==> config.mk <==
export PLATFORM = sky130hd
export DESIGN_NAME = ibex_efpga_unit_flat
export DESIGN_NICKNAME = d
export VERILOG_FILES = /design/src/rtl/ibex_pkg.sv /design/src/rtl/ibex_efpga_unit_if.sv /design/src/rtl/ibex_efpga_result_mux.sv /design/src/rtl/ibex_efpga_unit.sv /design/src/flat_wrapper.sv
export SDC_FILE = /design/constraint.sdc
export NUM_CORES = 1
export LEC_CHECK = 0
export CORE_MARGIN = 4
export CORE_UTILIZATION = 52
export CTS_BUF_LIST = sky130_fd_sc_hd__clkbuf_16
export DETAILED_ROUTE_END_ITERATION = 7
export DONT_BUFFER_PORTS = 1
export GPL_TIMING_DRIVEN = 0
export PLACE_DENSITY_LB_ADDON = 0.08
export RECOVER_POWER = 25
export SLEW_MARGIN = 10
export SYNTH_ARGS = -nofsm -noshare
export SYNTH_HDL_FRONTEND = slang
export SYNTH_SLANG_ARGS = --single-unit
==> constraint.sdc <==
create_clock -name clk -period 3 [get_ports clk]
set_input_delay 0.6 -clock clk [delete_from_list [all_inputs] [get_ports clk]]
set_output_delay 0.6 -clock clk [all_outputs]
set_load 0.05 [all_outputs]
==> src/rtl/ibex_pkg.sv <==
// Shared types for the eFPGA custom-instruction unit: completion modes, FSM states
// and the channel-select width helper.
package ibex_pkg;

    typedef enum logic [1:0] {
        EFPGA_DELAY  = 2'd0,
        EFPGA_DONE   = 2'd1,
        EFPGA_BOTH   = 2'd2,
        EFPGA_EITHER = 2'd3
    } efpga_op_e;

    typedef enum logic [1:0] {
        IDLE   = 2'd0,
        STROBE = 2'd1,
        WAIT   = 2'd2,
        DONE   = 2'd3
    } efpga_state_e;

    // A single channel still needs a 1-bit select so out-of-range values exist.
    function automatic int unsigned efpga_sel_w(input int unsigned num_ch);
        return (num_ch > 1) ? $clog2(num_ch) : 1;
    endfunction

endpackage

==> src/rtl/ibex_efpga_unit_if.sv <==
// Execute-stage side of the eFPGA unit: instruction request, flush and the
// ready/result/error response. Fabric-side signals stay plain ports on the unit.
interface ibex_efpga_unit_if
    import ibex_pkg::*;
#(
    parameter int unsigned NUM_CH  = 3,
    parameter int unsigned DELAY_W = 4
);
    localparam int unsigned SEL_W = efpga_sel_w(NUM_CH);

    logic               en_i;
    logic               kill_i;
    efpga_op_e          operator_i;
    logic [SEL_W-1:0]   chan_sel_i;
    logic [DELAY_W-1:0] delay_i;
    logic               ready_o;
    logic               busy_o;
    logic [31:0]        result_o;
    logic               err_o;

    modport master (
        output en_i, kill_i, operator_i, chan_sel_i, delay_i,
        input  ready_o, busy_o, result_o, err_o
    );

    modport slave (
        input  en_i, kill_i, operator_i, chan_sel_i, delay_i,
        output ready_o, busy_o, result_o, err_o
    );

endinterface

==> src/rtl/ibex_efpga_result_mux.sv <==
// Combinational NUM_CH-to-1 selection of 32-bit fabric result channels; a select
// value with no matching channel yields zero.
module ibex_efpga_result_mux #(
    parameter int unsigned NUM_CH = 3,
    parameter int unsigned SEL_W  = 2
) (
    input  logic [32*NUM_CH-1:0] result_i,
    input  logic [SEL_W-1:0]     sel_i,
    output logic [31:0]          result_o
);

    always_comb begin
        // NOTE: default assignment first so every path drives result_o and no latch is inferred.
        result_o = '0;
        for (int k = 0; k < int'(NUM_CH); k++) begin
            if (int'(sel_i) == k) begin
                result_o = result_i[32*k +: 32];
            end
        end
    end

endmodule

==> src/rtl/ibex_efpga_unit.sv <==
// eFPGA custom-instruction unit: strobe the fabric, wait for delay/done completion,
// return one result channel. Optional WAIT timeout under IBEX_EFPGA_TIMEOUT_EN.
module ibex_efpga_unit
    import ibex_pkg::*;
#(
    parameter int unsigned NUM_CH         = 3,
    parameter int unsigned DELAY_W        = 4,
    parameter int unsigned TIMEOUT_CYCLES = 256
) (
    input  logic                 clk,
    input  logic                 rst,
    ibex_efpga_unit_if.slave     ex,
    output logic                 write_strobe_o,
    input  logic [32*NUM_CH-1:0] result_i,
    input  logic                 efpga_done_i
);

    localparam int unsigned SEL_W = efpga_sel_w(NUM_CH);

    if (NUM_CH < 1 || NUM_CH > 8 || TIMEOUT_CYCLES < 1) begin : g_param_err
        $error("ibex_efpga_unit: NUM_CH must be 1..8 and TIMEOUT_CYCLES at least 1");
    end

    efpga_state_e       state_q, state_d;
    efpga_op_e          op_q;
    logic [SEL_W-1:0]   sel_q;
    logic [DELAY_W-1:0] cnt_q;
    logic [31:0]        result_q;
    logic [31:0]        mux_result;
    logic               dly_zero;
    logic               complete;
    logic               timeout;
    logic               start;
    logic               capture;
    logic               timeout_hit;

    ibex_efpga_result_mux #(
        .NUM_CH (NUM_CH),
        .SEL_W  (SEL_W)
    ) u_result_mux (
        .result_i (result_i),
        .sel_i    (sel_q),
        .result_o (mux_result)
    );

    assign dly_zero = (cnt_q == '0);

    always_comb begin
        unique case (op_q)
            EFPGA_DELAY:  complete = dly_zero;
            EFPGA_DONE:   complete = efpga_done_i;
            EFPGA_BOTH:   complete = dly_zero & efpga_done_i;
            EFPGA_EITHER: complete = dly_zero | efpga_done_i;
            default:      complete = 1'b0;
        endcase
    end

    // Flush always wins: it blocks both a new start and a capture in the same cycle.
    assign start       = (state_q == IDLE) && ex.en_i && !ex.kill_i;
    assign capture     = (state_q == WAIT) && !ex.kill_i && complete;
    assign timeout_hit = (state_q == WAIT) && !ex.kill_i && !complete && timeout;

    always_ff @(posedge clk or posedge rst) begin
        if (rst) begin
            state_q <= IDLE;
        end else begin
            // NOTE: sequential state uses non-blocking assignments so all registers update together.
            state_q <= state_d;
        end
    end

    always_comb begin
        state_d = state_q;
        unique case (state_q)
            IDLE:    if (ex.en_i) state_d = STROBE;
            STROBE:  state_d = WAIT;
            WAIT:    if (complete || timeout) state_d = DONE;
            DONE:    state_d = IDLE;
            default: state_d = IDLE;
        endcase
        if (ex.kill_i) begin
            state_d = IDLE;
        end
    end

    always_comb begin
        write_strobe_o = (state_q == STROBE);
        ex.ready_o     = (state_q == DONE);
        ex.busy_o      = (state_q != IDLE);
    end

    always_ff @(posedge clk or posedge rst) begin
        if (rst) begin
            op_q     <= EFPGA_DELAY;
            sel_q    <= '0;
            cnt_q    <= '0;
            result_q <= '0;
        end else begin
            if (start) begin
                op_q  <= ex.operator_i;
                sel_q <= ex.chan_sel_i;
                cnt_q <= ex.delay_i;
            end else if ((state_q == WAIT) && !dly_zero) begin
                cnt_q <= cnt_q - DELAY_W'(1);
            end
            if (capture) begin
                result_q <= mux_result;
            end else if (timeout_hit) begin
                result_q <= '0;
            end
        end
    end

    assign ex.result_o = result_q;

`ifdef IBEX_EFPGA_TIMEOUT_EN
    localparam int unsigned TO_W = $clog2(TIMEOUT_CYCLES + 1);

    logic [TO_W-1:0] wait_cnt_q;
    logic            err_q;

    // Leaving WAIT on the limit keeps the counter from ever wrapping.
    always_ff @(posedge clk or posedge rst) begin
        if (rst) begin
            wait_cnt_q <= '0;
            err_q      <= 1'b0;
        end else begin
            if (state_q == WAIT) begin
                wait_cnt_q <= wait_cnt_q + TO_W'(1);
            end else begin
                wait_cnt_q <= '0;
            end
            if (capture) begin
                err_q <= 1'b0;
            end else if (timeout_hit) begin
                err_q <= 1'b1;
            end
        end
    end

    assign timeout  = (wait_cnt_q == TO_W'(TIMEOUT_CYCLES));
    assign ex.err_o = err_q;
`else
    assign timeout  = 1'b0;
    assign ex.err_o = 1'b0;
`endif

endmodule

==> src/flat_wrapper.sv <==
// flat-port wrapper written by rule: the top's interface ports become plain ports
module ibex_efpga_unit_flat import ibex_pkg::*;
#(
    parameter int unsigned NUM_CH         = 3,
    parameter int unsigned DELAY_W        = 4,
    parameter int unsigned TIMEOUT_CYCLES = 256
)
  (clk, rst, write_strobe_o, result_i, efpga_done_i, ex_en_i, ex_kill_i, ex_operator_i, ex_chan_sel_i, ex_delay_i, ex_ready_o, ex_busy_o, ex_result_o, ex_err_o);
  ibex_efpga_unit_if #(.NUM_CH(NUM_CH), .DELAY_W(DELAY_W)) ex_i ();
  input  logic clk;
  input  logic rst;
  output logic write_strobe_o;
  input  logic [32*NUM_CH-1:0] result_i;
  input  logic efpga_done_i;
  input wire logic [$bits(ex_i.en_i)-1:0] ex_en_i;
  input wire logic [$bits(ex_i.kill_i)-1:0] ex_kill_i;
  input wire logic [$bits(ex_i.operator_i)-1:0] ex_operator_i;
  input wire logic [$bits(ex_i.chan_sel_i)-1:0] ex_chan_sel_i;
  input wire logic [$bits(ex_i.delay_i)-1:0] ex_delay_i;
  output wire logic [$bits(ex_i.ready_o)-1:0] ex_ready_o;
  output wire logic [$bits(ex_i.busy_o)-1:0] ex_busy_o;
  output wire logic [$bits(ex_i.result_o)-1:0] ex_result_o;
  output wire logic [$bits(ex_i.err_o)-1:0] ex_err_o;
  assign ex_i.en_i = ex_en_i;
  assign ex_i.kill_i = ex_kill_i;
  assign ex_i.operator_i = ex_operator_i;
  assign ex_i.chan_sel_i = ex_chan_sel_i;
  assign ex_i.delay_i = ex_delay_i;
  assign ex_ready_o = ex_i.ready_o;
  assign ex_busy_o = ex_i.busy_o;
  assign ex_result_o = ex_i.result_o;
  assign ex_err_o = ex_i.err_o;
  ibex_efpga_unit #(.NUM_CH(NUM_CH), .DELAY_W(DELAY_W), .TIMEOUT_CYCLES(TIMEOUT_CYCLES)) u_core (.clk(clk), .rst(rst), .ex(ex_i), .write_strobe_o(write_strobe_o), .result_i(result_i), .efpga_done_i(efpga_done_i));
endmodule
# --- Word level (Yosys, flattened, before mapping) ---
# Cells that the tools add are included.
word_totals:
  inputBits: 109
  out_inout_bits: 36
  elab_cells: 42
  reg_bits: 42
op_classes:
  add_sub_neg: 1
  mux: 10
  n_reduce_logical: 14
  bitwise_logic: 2
  eq_ne: 10
op_table:
  columns: ["operator", "n"]
  rows:
  - ["two-way mux 32 bit", 3]
  - ["equality test 2 bit, second input constant", 6]
  - ["two-way mux 4 bit", 2]
  - ["one-hot mux 2 bit (4 select lines)", 1]
  - ["logical NOT 2 bit", 3]
  - ["two-way mux 2 bit", 3]
  - ["logical AND 1 bit", 5]
  - ["equality test 2 x 1 -> 1 bit, second input constant", 2]
  - ["logical NOT 4 bit", 1]
  - ["one-hot mux 1 bit (4 select lines)", 1]
  - ["nonzero test 2 bit", 2]
  - ["subtractor 4 x 1 -> 4 bit, second input constant", 1]
  - ["!= test 3 x 2 -> 1 bit, second input constant", 1]
  - ["!= test 3 bit, second input constant", 1]
  - ["logical NOT 1 bit", 2]
  - ["AND reduction 2 bit", 1]
  - ["AND 1 bit", 1]
  - ["bitwise OR 1 bit", 1]

# --- Depth between registers and ports, before layout ---
# Gate-level depths: netlist of the first run.
depth:
  word_depth: 6
  mapped_depth: 7
  mapped_depth_nobuf: 6

# --- Hierarchy ---
# Synthesis of the first run repeated with hierarchy kept, for this count alone.
hier_totals:
  hier_cells: 203
  hier_area_um2: 2716.4
by_module_without_submodules:
  columns: ["mod", "cells_per_inst", "seq_area_each_um2", "n_inst", "area_each_um2"]
  rows:
  - ["ibex_efpga_unit", 126, 1051.0, 1, 1929.4]
  - ["ibex_efpga_result_mux", 77, 0.0, 1, 787.0]

# --- Least setup slack after synthesis of the first run ---
# No wires, ideal clock.
synth_timing:
  path_type: "reg2reg"
  from: "register u_core.cnt_q[0]"
  to: "register u_core.result_q[11], in the netlist u_core.ex.result_o[11]"
  synth_period_minus_slack_ns: 1.973
  setup_time_ns: 0.125
  arrival_ns: 1.849
  path_slack_ns: 1.027
  path_buffers: 1
  path_stages_with_launch: 8
  required_ns: 2.875
  path_cell_list: "dfrtp_1 -> inv_1 -> ha_1 -> nor3b_2 -> nor2_1 -> a2111oi_4 -> buf_6 -> mux2_2"
synth_via:
  elab_chain_len: 4
  word_cells_on_any_way: 5
  cone_classes: "mux: 1; bitwise: 2; reduce/logical: 2"
synth_lines:
  columns: ["item", "line", "source"]
  rows:
  - ["from (decl)", "ibex_efpga_unit.sv:27", "logic [DELAY_W-1:0] cnt_q;"]
  - ["from (signal assigned)", "ibex_efpga_unit.sv:102", "cnt_q <= ex.delay_i;"]
  - ["from (signal assigned)", "ibex_efpga_unit.sv:104", "cnt_q <= cnt_q - DELAY_W'(1);"]
  - ["logical NOT 4 bit (*)", "ibex_efpga_unit.sv:46", "assign dly_zero = (cnt_q == '0);"]
  - ["bitwise OR 1 bit / AND 1 bit (equally long branches)", "ibex_efpga_unit.sv:53, ibex_efpga_unit.sv:52", null]
  - ["one-hot mux 1 bit (4 select lines) (*)", "ibex_efpga_unit.sv:49", "unique case (op_q)"]
  - ["logical AND 1 bit (*)", "ibex_efpga_unit.sv:60", "assign capture = (state_q == WAIT) && !ex.kill_i && complete;"]
  - ["to (signal assigned)", "ibex_efpga_unit.sv:107", "result_q <= mux_result;"]
  - ["to (decl)", "ibex_efpga_unit.sv:28", "logic [31:0] result_q;"]
# Every way passes the cells marked *; elsewhere a longest branch is shown, timed or not.
# A chain may end at the register's enable or synchronous reset.

# --- Worst setup path in the final report of the first run ---
layout_timing:
  from: "register u_core.cnt_q[0]"
  to: "register u_core.result_q[10], in the netlist u_core.ex.result_o[10]"
# Same word-level chain as after synthesis.

==> results summary, run 1 <==
The run finished with clean final reports. The area added between synthesis and finish came out at 8.89%. The clock share of power came out at 15.3%. The count of nets after finishing is 366. The sum of negative setup slack came out at 0 ns. The post-synthesis area per instance is 10.3 µm². In the global route stage, overall resource usage came out at 18.2%. The largest driver fanout on the critical path came out at 10. The detail route stage leaves a number of antenna-violating nets equal to 0.

The maximum root-to-sink buffer count came out at 2. The die covers 5990 µm². In this run the cell area measured after placement is 2590 µm². The arrival time reported for the critical path endpoint came out at 2.31 ns.

Synthesis handed over a netlist of 243 instances. The clock latency on the worst-skew pair is 0.28 ns. The number of synthesized flops with an enable pin is 0.

Summed over all layers, the routed wires come to 5430 µm. The worst reg-to-reg path cell count is 7. The wire length of the first global-routing pass came out at 8750 µm. The via count of the first global-routing pass came out at 1788.

The wire length per cell is 17.9 µm. The mean number of vias per cell is 5.70. The region available for standard cell placement spans 4500 µm². The number of design-rule violations left by the first detailed-router iteration is 73. The cell count after placement came out at 296. The highest achievable clock rate is 464 MHz. The startpoint identified for the worst register-to-register timing path is u_core.cnt_q[0]$_DFFE_PP0P_. The first detailed-routing pass took 4 iterations. The clock period minus final worst setup slack came out at 2.15 ns. The top flip-flop cell by instance count after synthesis is sky130_fd_sc_hd__dfrtp_1. In this run the power spent charging and discharging nets is 1.64 mW. Prior to clock tree synthesis, the placed netlist has a worst setup slack of 0.824 ns.

The die is 77.4 µm tall. The tightest hold path in the finished design has a slack of 0.119 ns. The synthesis-stage register bit count is 42. The min-delay analysis places its worst path in the category in -> async. TritonCTS built the clock tree.

The power share of the sequential group is 49.9%. The data required time at the worst endpoint is 3.16 ns. The worst vdd rail ir drop is 535 µV. The initial antenna violation count came out at 0. The clock transition at the registers of the reported paths came out at 0.06 ns. The worst-margin pin slew is 0.511 ns. The total non-filler cell area in the finished layout is 2730 µm².

The number of H-tree branching levels came out at 2. The estimated wirelength of the detail-placed design came out at 4210 µm. The worst setup path is captured at a flip-flop. The initialized floorplan defines 24 standard-cell rows. Pin placement for this block handled 145 I/O pins. Sequential cells were found to cover 42.0% of the synthesized design area.

Entering global routing, the biggest net connects 40 pins. For this run, design rule violations remaining after detail routing come to 0. The fraction of layout cells with a size suffix above 1 is 19.8%. The final estimated routing congestion in global placement came out at 0.754. Setup violations remaining at the end of the flow were counted as 0. Across all setup checks in the final design, the least slack found is 0.845 ns. The count of pins over their slew limit came out at 0.

The routed layout has 1734 vias. The share of power burned in combinational logic came out at 34.8%. The critical path is of the reg -> reg type. The final worst-path cycle share is 71.8%. The worst-case register-to-register setup slack is 0.85 ns. The starting density of the core came out at 55.6%. Setup repair after global routing left no endpoint under its margin. The number of buffers inserted by port buffering is 0.

The final global-route overflow total came out at 0. The number of maximum-capacitance violations is 0. The die span in x came out at 77.4 µm. The async set or reset register ratio after synthesis came out at 100%.

The leakage power summed over all cells is 1.26 nW. The finished layout holds 304 standard cells, fillers aside. The total inserted antenna cells came out at 0.

The final design utilization came out at 60.6%. The cell area after technology mapping is 2500 µm². The synthesized net count came out at 358. In this run the critical register-to-register path is captured at u_core.ex.result_o[10]$_DFFE_PP0P_.

The number of buffers created by CTS came out at 5. The number of gates resized after cts is 0. The power density over the cells came out at 1200 nW/µm².

The Yosys warning count came out at 0. The number of distinct library cells after synthesis came out at 30. Counting every sink on the clock net gives 42. The overall power consumption came out at 3.26 mW. Hold repair after CTS inserted 0 buffers. The nature of the critical path startpoint is a flip-flop. The internal power summed over all cells is 1.63 mW. The final-report hold violation count came out at 0. The buffer count from post-CTS setup fixing came out at 0.

The root buffer cell chosen for the clock tree is sky130_fd_sc_hd__clkbuf_16. The worst clock skew on the final layout is 0.00342 ns. In this run the tightest slew margin relative to its limit is 65.9%.

The switching fraction of total power is 50.2%.
-- flip-flops by register name, summed over array words and instances (netlist names) --
signal	cells
u_core.cnt_q	4
u_core.ex.result_o	32
u_core.op_q	2
u_core.sel_q	2
u_core.state_q	2
-- cell usage in the layout, fill, tap and decap left out, drive strengths merged, types with 6 or more instances in the layout --
cell / instances
mux2i: 33
nor2: 7
mux2: 36
inv: 7
dfrtp: 42
o21ai: 33
nand2: 36
ha: 6
nand2b: 6
clkbuf: 13
a21oi: 6
buf: 9
-- cell usage after synthesis, types with 3 or more instances --
cell type | number | share of area, %
sky130_fd_sc_hd__a21oi_1 | 6 | 1.2
sky130_fd_sc_hd__buf_2 | 3 | 0.60
sky130_fd_sc_hd__buf_6 | 3 | 1.3
sky130_fd_sc_hd__clkbuf_1 | 8 | 1.2
sky130_fd_sc_hd__dfrtp_1 | 42 | 42
sky130_fd_sc_hd__ha_1 | 6 | 3.0
sky130_fd_sc_hd__inv_1 | 6 | 0.90
sky130_fd_sc_hd__mux2_1 | 4 | 1.8
sky130_fd_sc_hd__mux2_2 | 32 | 14
sky130_fd_sc_hd__mux2i_1 | 33 | 13
sky130_fd_sc_hd__nand2_1 | 36 | 5.4
sky130_fd_sc_hd__nand2b_1 | 6 | 1.5
sky130_fd_sc_hd__nor2_1 | 7 | 1.0
sky130_fd_sc_hd__o21ai_0 | 33 | 6.6
-- worst max path at each step --
| stage | from | end | slack [ns] |
|---|---|---|---|
| 3_3_place_gp | u_core.cnt_q[0]$_DFFE_PP0P_ | u_core.ex.result_o[4]$_DFFE_PP0P_ | 0.82 |
| 6_report | u_core.cnt_q[0]$_DFFE_PP0P_ | u_core.ex.result_o[10]$_DFFE_PP0P_ | 0.85 |
| 4_1_cts | u_core.cnt_q[0]$_DFFE_PP0P_ | u_core.ex.result_o[10]$_DFFE_PP0P_ | 0.81 |
| 2_1_floorplan | u_core.cnt_q[0]$_DFFE_PP0P_ | u_core.ex.result_o[11]$_DFFE_PP0P_ | 1.03 |
| 3_5_place_dp | u_core.cnt_q[0]$_DFFE_PP0P_ | u_core.ex.result_o[4]$_DFFE_PP0P_ | 0.82 |
| 5_1_grt | u_core.cnt_q[0]$_DFFE_PP0P_ | u_core.ex.result_o[10]$_DFFE_PP0P_ | 0.71 |
-- layout make-up --
type	instances	area (µm²)
Multi-Input combinational cell	179	1340
Timing Repair Buffer	1	20.0
Tap cell	52	65.1
Fill cell	407	1780
Sequential cell	42	1050
Clock buffer	5	125
Inverter	6	22.5
Buffer	16	90.1
Clock inverter	3	12.5
-- worst max-delay path: stages (launching register included) --
cell and delay, ns:
sky130_fd_sc_hd__dfrtp_1 0.37, sky130_fd_sc_hd__inv_1 0.09, sky130_fd_sc_hd__ha_1 0.19, sky130_fd_sc_hd__nor3b_2 0.20, sky130_fd_sc_hd__nor2_1 0.09, sky130_fd_sc_hd__a2111oi_4 0.54
sky130_fd_sc_hd__buf_6 0.23, sky130_fd_sc_hd__mux2_2 0.34
-- layer usage --
| metal | global-route usage [%] | part of all wire (%) |
|---|---|---|
| met1 | 21.0 | 38 |
| met2 | 31.3 | 50 |
| met3 | 6.60 | 10 |
| met4 | 6.05 | 1.5 |
| met5 | 0 | 0 |
-- power groups by stage --
stage | Combinational [mW] | Clock (mW) | Sequential, mW
after floorplan | 0.974 | 0 | 1.58
after global placement | 1.13 | 0 | 1.64
after detailed placement | 1.16 | 0 | 1.65
after CTS | 1.16 | 0.517 | 1.64
after global routing | 1.29 | 0.545 | 1.67
final | 1.14 | 0.498 | 1.63
-- cells by family (layout without fill, tap and decap cells) --
| family | after synthesis | in the layout | share of synthesized area (%) |
|---|---|---|---|
| DFF | 42 | 42 | 42.0 |
| and+or+nand+nor | 57 | 57 | 10.3 |
| AOI/OAI and AO/OA | 43 | 43 | 9.69 |
| muxes | 69 | 69 | 29.4 |
| buffers and inverters | 22 | 31 | 4.50 |
| other | 1 | 1 | 0.150 |
| xor gates and xnor gates | 3 | 3 | 1.05 |
| adders and majority gates | 6 | 6 | 3.00 |
No activity file was read; power rests on OpenSTA's default activity.
==> inputs of run 2 (changes only) <==
- clock period: 3 -> 1.89 ns (I/O delays scaled with it)
==> results summary, run 2 (same netlist as run 1, synthesis figures left out) <==
The run finished, with violations left. The checks that failed: negative setup slack. The cell at the root of the clock tree is sky130_fd_sc_hd__clkbuf_16. The pre-CTS worst setup slack came out at -0.209 ns (-1.03 ns). The via count of the first global-routing pass is 1810 (+1.2%). The number of design-rule violations left by the first detailed-router iteration was 22 (-70%).

The initial antenna violation count is 0 (unchanged). The number of maximum-capacitance violations was 0 (unchanged). The cell count after placement is 296 (unchanged). The number of fillers in the final layout came out at 366 (-10%). In the layout the commonest cells are sky130_fd_sc_hd__dfrtp_1 (42), sky130_fd_sc_hd__nand2_1 (36), sky130_fd_sc_hd__mux2i_1 (33), sky130_fd_sc_hd__o21ai_0 (33), sky130_fd_sc_hd__mux2_4 (30). The clock period minus final worst setup slack came out at 2.02 ns (-0.139 ns). The die extent in y came out at 77.4 µm (unchanged). The number of buffers inserted by port buffering is 0 (unchanged). The number of H-tree branching levels is 2 (unchanged). The final-report hold violation count came out at 0 (unchanged). The starting density of the core came out at 55.6% (unchanged). The wire length of the first global-routing pass is 8870 µm (+1.3%).

The sum of negative setup slack is -3.23 ns (-3.23 ns). The worst vdd rail ir drop came to 926 µV (+73%). The most common cell after layout, fill and taps aside is sky130_fd_sc_hd__dfrtp_1. The largest driver fanout on the critical path came out at 8 (-2). The count of nets after finishing came out at 375 (+2.5%). The leakage power summed over all cells is 1.38 nW (+9.8%). The arrival time reported for the critical path endpoint came out at 2.18 ns (-0.13 ns). The final worst-path cycle share is 107% (+35 points).

The total via count after detailed routing is 1842 (+6.2%). The worst-margin pin slew is 0.677 ns (+0.166 ns). The number of buffers created by CTS is 5 (unchanged).

The number of top-level design ports is 145 (unchanged). The maximum root-to-sink buffer count came out at 2 (unchanged). The estimated wirelength of the detail-placed design is 4280 µm (+1.7%). The hold path depth came out at 1. The post-route antenna net violation count is 0 (unchanged). The die span in x was 77.4 µm (unchanged). The wire length per cell was 18.6 µm (+4.3%). The final number of setup-violating endpoints came out at 32 (+32). The placeable core area came out at 4500 µm² (unchanged). The final global-route overflow total is 0 (unchanged). The final estimated routing congestion in global placement is 0.734 (-2.6%). TritonCTS built the clock tree. The worst relative slew slack is 54.8% (-11 points).

The least setup slack across all paths after layout came out at -0.126 ns (-0.971 ns). The power density over the cells is 1860 nW/µm² (+56%). The mean number of vias per cell came out at 5.88 (+3.2%). STA classifies the critical path startpoint as a flip-flop.

The final instance count without filler cells came out at 313 (+3.0%). The count of pins over their slew limit came out at 0 (unchanged). The worst setup path is captured at a flip-flop. The total wirelength of the detailed-routed design came out at 5830 µm (+7.3%). The final hold slack is 0.248 ns (+0.129 ns). The total inserted antenna cells is 0 (unchanged). The clock transition at the registers of the reported paths is 0.06 ns (about the same).

The count of clock tree sinks came out at 42 (unchanged). The class of the tightest hold or removal check is in -> reg. The number of search-and-repair iterations in the first detailed-routing pass was 4 (unchanged). The total non-filler cell area in the finished layout came out at 3020 µm² (+11%). The worst reg-to-reg path cell count is 8 (+1). The DRC violation count after routing came out at 0 (unchanged). The flip-flop count of the largest register after layout is 32 (unchanged). The area of placed instances came out at 2630 µm² (+1.4%). The worst clock skew on the final layout came out at 0.00336 ns (-0.0000575 ns). The highest achievable clock rate came out at 496 MHz (+6.9%). The fraction of layout cells with a size suffix above 1 is 26.8% (+7.0 points). The standard-cell row count was 24 (unchanged). The clock latency on the worst-skew pair is 0.28 ns (about the same).

Setup repair after global routing could not meet its margin everywhere. The area of the die came out at 5990 µm² (unchanged). The aggregate global-route resource usage is 18.3% (+0.085 points). The data required time at the worst endpoint is 2.05 ns (-1.11 ns). The critical path in this run is classified as reg -> reg. The maximum number of pins on one net before global-route repair was 25 (-38%). The area added between synthesis and finish is 20.4%.
-- run 2: timing repair --
| item | in CTS | in global routing |
|---|---|---|
| hold endpoints to repair | 18 | 0 |
| setup buffers | 3 | 3 |
| endpoints found under the setup margin | 32 | 34 |
| resized for setup | 21 | 16 |
| pin swaps | 2 | 3 |
| gates cloned | 1 | 2 |
| hold buffers | 1 | 0 |
-- run 2: report_power, final --
part	switching [mW]	internal, mW	leakage, nW
registers	1.35	1.27	0.540
logic	1.07	1.11	0.768
clock network	0.323	0.483	0.0750
-- run 2: area by class of cell --
cell class,count,area (µm²),area share (%)
Tap cell,52,65.1,2.16
Timing Repair Buffer,11,141,4.69
Clock inverter,3,17.5,0.581
Sequential cell,42,1050,34.8
Buffer,15,103,3.40
Multi-Input combinational cell,179,1490,49.4
Clock buffer,5,125,4.15
Inverter,6,22.5,0.747
-- run 2: routing by layer --
layer	GRT usage, %	wire length, µm	part of all wire, %
met1	21.9	2300	40
met2	31.1	3010	52
met3	7.29	494	8.5
met4	3.91	22	0.38
met5	0	0	0
-- run 2: critical path, cell delays in order (launching register included) --
cell	delay (ns)
sky130_fd_sc_hd__dfrtp_1	0.40
sky130_fd_sc_hd__inv_2	0.08
sky130_fd_sc_hd__ha_4	0.13
sky130_fd_sc_hd__nor3b_4	0.21
sky130_fd_sc_hd__a21oi_2	0.10
sky130_fd_sc_hd__a2111oi_4	0.28
sky130_fd_sc_hd__buf_6	0.23
sky130_fd_sc_hd__clkbuf_16	0.18
sky130_fd_sc_hd__mux2_4	0.29
-- run 2: metrics by stage --
step | util (%) | power, mW
after floorplan | - | 4.11
after global placement | 57.8 | 4.46
after detailed placement | 58.3 | 4.52
after CTS | 64.4 | 5.50
after global routing | 67.0 | 5.96
final | 67.0 | 5.62
-- run 2: path summary, 6_finish.rpt --
kind                                                from  slack, ns                            endpoint
hold / removal                          ex_operator_i[0]       0.25          u_core.op_q[0]$_DFFE_PP0P_
setup / recovery             u_core.cnt_q[1]$_DFFE_PP0P_      -0.13  u_core.ex.result_o[30]$_DFFE_PP0P_
max in group asynchronous                            rst       0.28       u_core.state_q[1]$_DFFE_PP0P_
hold reg to reg            u_core.state_q[0]$_DFFE_PP0P_       0.56       u_core.state_q[0]$_DFFE_PP0P_
setup reg to reg             u_core.cnt_q[1]$_DFFE_PP0P_      -0.13  u_core.ex.result_o[30]$_DFFE_PP0P_
min in group asynchronous                            rst       0.64  u_core.ex.result_o[10]$_DFFE_PP0P_
